==> src/rtl/rs_stream_ingress_pkg.sv <==
// Shared types for the bank-to-RS streaming link and the RS-side ingress buffer.
package rs_stream_ingress_pkg;

  localparam int FV_size = 16;

  typedef struct packed {
    logic                    sos;
    logic                    eos;
    logic [1:0][FV_size-1:0] FV_data;
  } Bank2RS;

  typedef struct packed {
    logic                    sos;
    logic                    eos;
    logic [1:0][FV_size-1:0] FV_data;
  } RS_Ingress_Beat;

  localparam int BEAT_W = $bits(RS_Ingress_Beat);

  typedef enum logic [1:0] {
    ST_IDLE    = 2'd0,
    ST_RECV    = 2'd1,
    ST_DISCARD = 2'd2
  } ingress_state_e;

endpackage

==> src/rtl/rs_stream_ingress_fifo.sv <==
// Synchronous first-word-fall-through FIFO; a push while full succeeds only alongside a pop.
module sync_fifo #(
  parameter int WIDTH = 8,
  parameter int DEPTH = 16,
  localparam int AW   = $clog2(DEPTH)
) (
  input  logic             clk,
  input  logic             reset,
  input  logic             push_i,
  input  logic [WIDTH-1:0] wdata_i,
  input  logic             pop_i,
  output logic [WIDTH-1:0] rdata_o,
  output logic             full_o,
  output logic             empty_o,
  output logic [AW:0]      count_o
);

  logic [WIDTH-1:0] mem_q [DEPTH];
  logic [AW-1:0]    wr_ptr_q, rd_ptr_q;
  logic [AW:0]      count_q;
  logic             do_push, do_pop;

  assign empty_o = (count_q == '0);
  assign full_o  = (count_q == (AW+1)'(DEPTH));
  assign count_o = count_q;
  assign rdata_o = mem_q[rd_ptr_q];

  assign do_pop  = pop_i & ~empty_o;
  assign do_push = push_i & (~full_o | do_pop);

  always_ff @(posedge clk) begin
    if (do_push) mem_q[wr_ptr_q] <= wdata_i;
  end

  // Pointers wrap naturally because DEPTH is a power of two.
  always_ff @(posedge clk) begin
    if (reset) begin
      wr_ptr_q <= '0;
      rd_ptr_q <= '0;
      count_q  <= '0;
    end else begin
      if (do_push) wr_ptr_q <= wr_ptr_q + 1'b1;
      if (do_pop)  rd_ptr_q <= rd_ptr_q + 1'b1;
      case ({do_push, do_pop})
        2'b10:   count_q <= count_q + 1'b1;
        2'b01:   count_q <= count_q - 1'b1;
        default: count_q <= count_q;
      endcase
    end
  end

endmodule

==> src/rtl/rs_stream_ingress.sv <==
// RS-side endpoint of the bank-to-RS link: framing checks, beat buffering and RS_available credit.
// Handshake: a head beat transfers on any cycle where out_valid & out_ready; out_* hold otherwise.
module rs_stream_ingress
  import rs_stream_ingress_pkg::*;
#(
  parameter int DEPTH     = 16,
  parameter int MAX_BEATS = 8,
  parameter int CNT_W     = 16,
  localparam int CW       = $clog2(DEPTH) + 1
) (
  input  logic                    clk,
  input  logic                    reset,
  input  Bank2RS                  rs_pkt_in,
  output logic                    RS_available,
  output logic                    out_valid,
  input  logic                    out_ready,
  output logic                    out_sos,
  output logic                    out_eos,
  output logic [1:0][FV_size-1:0] out_data,
  output logic [CW-1:0]           beats_stored,
  output logic [CNT_W-1:0]        pkt_rcvd,
  output logic                    protocol_err,
  output ingress_state_e          dbg_state_o
);

  localparam int BW = $clog2(MAX_BEATS + 1);

  ingress_state_e  state_q, state_d;
  logic [BW-1:0]   beat_cnt_q, beat_cnt_d;
  logic [CNT_W-1:0] pkt_rcvd_q;
  logic            err_q;

  RS_Ingress_Beat  push_beat, head_beat;
  logic            push, pop, pkt_done, frame_err;
  logic            fifo_full, fifo_empty;
  logic [CW-1:0]   fifo_count;

  always_comb begin
    state_d           = state_q;
    beat_cnt_d        = beat_cnt_q;
    push              = 1'b0;
    pkt_done          = 1'b0;
    frame_err         = 1'b0;
    push_beat.sos     = 1'b0;
    push_beat.eos     = rs_pkt_in.eos;
    push_beat.FV_data = rs_pkt_in.FV_data;
    case (state_q)
      ST_IDLE: begin
        if (rs_pkt_in.sos) begin
          push          = 1'b1;
          push_beat.sos = 1'b1;
          if (rs_pkt_in.eos) begin
            pkt_done = 1'b1;
          end else begin
            state_d    = ST_RECV;
            beat_cnt_d = BW'(1);
          end
        end else if (rs_pkt_in.eos) begin
          frame_err = 1'b1;
        end
      end
      ST_RECV: begin
        push = 1'b1;
        if (rs_pkt_in.sos) frame_err = 1'b1;
        if (rs_pkt_in.eos) begin
          pkt_done = 1'b1;
          state_d  = ST_IDLE;
        end else if (beat_cnt_q == BW'(MAX_BEATS - 1)) begin
          // Close the stored packet so the RS core still sees a terminated frame.
          push_beat.eos = 1'b1;
          frame_err     = 1'b1;
          state_d       = ST_DISCARD;
        end else begin
          beat_cnt_d = beat_cnt_q + 1'b1;
        end
      end
      ST_DISCARD: begin
        if (rs_pkt_in.eos) state_d = ST_IDLE;
      end
      default: state_d = ST_IDLE;
    endcase
  end

  always_ff @(posedge clk) begin
    if (reset) begin
      state_q    <= ST_IDLE;
      beat_cnt_q <= '0;
      pkt_rcvd_q <= '0;
      err_q      <= 1'b0;
    end else begin
      state_q    <= state_d;
      beat_cnt_q <= beat_cnt_d;
      if (pkt_done && (pkt_rcvd_q != '1)) pkt_rcvd_q <= pkt_rcvd_q + 1'b1;
      // A push into a full FIFO without a pop means the sender overran its credit.
      if (frame_err || (push && fifo_full && !pop)) err_q <= 1'b1;
    end
  end

  sync_fifo #(
    .WIDTH (BEAT_W),
    .DEPTH (DEPTH)
  ) u_fifo (
    .clk     (clk),
    .reset   (reset),
    .push_i  (push),
    .wdata_i (push_beat),
    .pop_i   (pop),
    .rdata_o (head_beat),
    .full_o  (fifo_full),
    .empty_o (fifo_empty),
    .count_o (fifo_count)
  );

  assign out_valid    = ~fifo_empty;
  assign pop          = out_valid & out_ready;
  assign out_sos      = out_valid & head_beat.sos;
  assign out_eos      = out_valid & head_beat.eos;
  assign out_data     = out_valid ? head_beat.FV_data : '0;
  assign beats_stored = fifo_count;
  assign pkt_rcvd     = pkt_rcvd_q;
  assign protocol_err = err_q;
  assign dbg_state_o  = state_q;
  assign RS_available = (state_q == ST_IDLE) && (fifo_count <= CW'(DEPTH - MAX_BEATS));

endmodule

==> config.mk <==
export PLATFORM = sky130hd
export DESIGN_NAME = rs_stream_ingress
export DESIGN_NICKNAME = d
export VERILOG_FILES = /design/src/rtl/rs_stream_ingress_pkg.sv /design/src/rtl/rs_stream_ingress_fifo.sv /design/src/rtl/rs_stream_ingress.sv
export SDC_FILE = /design/constraint.sdc
export NUM_CORES = 1
export LEC_CHECK = 0
export ABC_AREA = 1
export ABC_CLOCK_PERIOD_IN_PS = 3700
export BUFFER_PORTS_ARGS = -buffer_cell sky130_fd_sc_hd__clkbuf_2
export CELL_PAD_IN_SITES_DETAIL_PLACEMENT = 0
export CELL_PAD_IN_SITES_GLOBAL_PLACEMENT = 1
export CORE_UTILIZATION = 30
export DETAILED_ROUTE_END_ITERATION = 7
export PLACE_DENSITY_LB_ADDON = 0.1
export SETUP_SLACK_MARGIN = 0.15
export SYNTH_ARGS = -nofsm -noshare
export SYNTH_HDL_FRONTEND = slang
export SYNTH_SLANG_ARGS = --single-unit
==> constraint.sdc <==
create_clock -name clk -period 3.7 [get_ports clk]
set_input_delay 0.74 -clock clk [delete_from_list [all_inputs] [get_ports clk]]
set_output_delay 0.74 -clock clk [all_outputs]
set_load 0.01 [all_outputs]
==> metrics.md <==
| Metric | Value |
|---|---|
| Root Buffer Master | clkbuf_16 |
| Initial antenna violation count | 6 |
| Die area | 78300 sq um |
| Hold slack | 468 ps |
| Area leader, netlist | edfxtp_1 |
| Core Rows | 101 |
| Io pins | 97 |
| Max H-tree Level | 3 |
| Average via count per standard cell | 5.00 |
| PwrDens | 662 nW/um^2 |
| Commonest non-fill, non-tap cell in the layout | edfxtp_1 |
| P_leak | 8.87 nW |
| Detailed Place HPWL | 36.1 mm |
| Core footprint | 76200 sq um |
| WL/cell | 23.6 um |
| Seq cells post-synth | 584 |
| Critical Setup Path Class | flip-flop to primary output |
| CTS Hold Bufs | 0 |
| Buffers on Ports | 96 |
| Post-Route WL | between 70 and 80 mm |
| Most frequent cells in the layout | 544 x edfxtp_1, 342 x nor2_1, 282 x o21ai_0 |
| Register area share after synthesis | 74.0% |
| Die W | 280 um |
| Cells after synthesis | about 1800 |
| Worst setup SP type | flip-flop |
| Post-synth top area share | 70.6% |
| Status | finished, final reports clean |
| Final setup violation count | 0 |
| Worst Path Required | 2960 ps |
| Drc violations | 0 |
| Total of max-cap violations | 0 |
| First-pass iteration count of the detailed router | 5 |
| Max clock buf depth | 3 |
| CP Data Arrival Time | 2640 ps |
| GRT Resource Usage Total | roughly 18% |
| Clock Skew | about 22 ps |
| Gr ovfl total | 0 |
| Skew-Pair Late Insertion Delay | 610 ps |
| Syn Nets | approximately 1800 |
| Avg Cell Area, Syn | around 13 sq um |
| Initial DRC count | 1042 |
| Mapped Area | 23100 sq um |
| Crit path time final | 3380 ps |
| RSZ-0062 raised after global routing | true |
| Nets | 1935 |
| Yosys warnings | 0 |
| Area Overhead vs Synth | 18.1% |
| Slowest-stage cell, CP | dfxtp_4 |
| Worst-Margin Slew | roughly 780 ps |
| First-pass GRT wire length | 103 mm |
| CTS tree | yes |
| VDD IR max | approximately 0.00027 V |
| Ordered cell list for the critical path | buf_4, o21ai_0, o221ai_1, nand3_1, a21oi_1, clkbuf_2 |
| Num CTS Buffers | 69 |
| Share of cells above drive strength 1 | 13.8% |
| Die Height | 280 um |
| Clock Sinks | 584 |
| Setup TNS | 0 ps |
| Fmax | 0.296 GHz |
| Crit end category | primary output |
| Worst Hold Class | flip-flop to flip-flop |
| Relative slew slack | 48.3% |
| Number of global-route vias before repair | 15100 |
| Worst-path clk slew | 50 ps |
| Vias | 14900 |
| Crit-path max FO | 30 |
| CP peak stage delay | ~620 ps |
| Tcrit/Tclk final | 91.5% |
| Initial Utilization | 30.4% |
| Power Total | 18.1 mW |
| Gpl congestion | 0.723 |
| Largest net degree at the start of global routing | 75 |
| Routed Antenna Nets | 0 |
| Netlist cell types | 38 |
| Dominant cells by area after synthesis | edfxtp_1 71%, o21ai_0 6.1%, nor2_1 5.8%, o221ai_1 3.8%, dfxtp_1 3.5% |
| Final Slew Violations | 0 |
| Count of final hold-check violations | 0 |
==> metal layers <==
metal,part of all wire (%),track usage (%)
met1,47,24.8
met3,3.7,3.04
met2,47,28.9
met4,1.9,5.00
met5,0.066,0
==> sequential cells by signal, summed over array words and instances, names as in the netlist, named ones only <==
signal           flops
dbg_state_o          2
beat_cnt_q           4
u_fifo.wr_ptr_q      4
protocol_err         1
u_fifo.mem_q       544
u_fifo.count_o       5
pkt_rcvd            16
u_fifo.rd_ptr_q      4
==> critical path, delay by kind of cell (launching register included) <==
family                 cells  cell delay, ps
AND/OR/NAND/NOR            1             100
AO/OA/AOI/OAI              3             680
buffers and inverters      2             630
flip-flops                 1             620
==> cell usage after synthesis, drive strengths merged <==
| master | instances |
|---|---|
| clkbuf | 72 |
| clkinv | 2 |
| nor2 | 359 |
| a31oi | 1 |
| xnor2 | 4 |
| o31ai | 1 |
| or2 | 1 |
| o22ai | 36 |
| inv | 42 |
| nor4 | 2 |
| o221ai | 100 |
| nor3 | 11 |
| o211ai | 1 |
| a21oi | 58 |
| nor3b | 1 |
| xor2 | 5 |
| dfxtp | 40 |
| buf | 46 |
| nand3 | 71 |
| nand4 | 7 |
| edfxtp | 544 |
| o21ai | 313 |
| nand3b | 1 |
| a211oi | 1 |
| nand2 | 59 |
| o21bai | 2 |
| ha | 8 |
==> worst paths after layout <==
path / from / endpoint / slack [ps] / depth (start not counted)
setup / recovery: flip-flop / out_data[24] / 320 / 6
hold / removal: u_fifo.rd_ptr_q[2] / flip-flop / 470 / 2
setup reg to reg: dbg_state_o[0] / u_fifo.mem_q[1][1] / 1280 / 7
hold reg to reg: u_fifo.rd_ptr_q[2] / flip-flop / 470 / 2
==> cell type report <==
| type | instances | area, sq um |
|---|---|---|
| clock inverters | 23 | 151 |
| clock buffers | 101 | 1960 |
| flip-flops and latches | 584 | 17100 |
| inverters | 44 | 184 |
| diodes | 1 | 2.50 |
| well taps | 1030 | 1290 |
| multi-input cells | 1042 | 5400 |
| fillers | 7350 | 48900 |
| repair buffers | 149 | 1200 |
==> where the power goes <==
part           total, mW  internal (mW)  switching (mW)
registers           7.58           7.43           0.149
clock network       6.40           3.75            2.66
logic               4.11           1.28            2.84
total               18.1           12.5            5.64
==> kinds of logic (layout without fill, tap and decap cells) <==
| family | after synthesis | count (layout) | share of synthesized area (%) |
|---|---|---|---|
| fa+ha+maj | 8 | 8 | 0.432 |
| other cells | 0 | 1 | 0 |
| buf+inv | 162 | 317 | 3.19 |
| simple gates | 512 | 512 | 8.98 |
| flops | 584 | 584 | 74.0 |
| xor+xnor | 9 | 9 | 0.340 |
| compound gates | 513 | 513 | 13.0 |
==> metrics by stage <==
step	util (%)	setup slack (ps)	cell area (sq um)	cells
finish	35.9	316	27300	2974
global route	35.9	133	27300	2973
CTS	35.8	140	27300	2973
detailed placement	33.0	690	25200	2848
global placement	33.0	707	25200	2848
floorplan	-	617	23100	1788
==> timing repair <==
item / in CTS / in global routing
gates cloned: 0 / 0
setup endpoints to repair: 13 / 7
buffers inserted: 1 / 0
gates resized for setup: 1 / 4
Power figures use the tool's default switching activity.
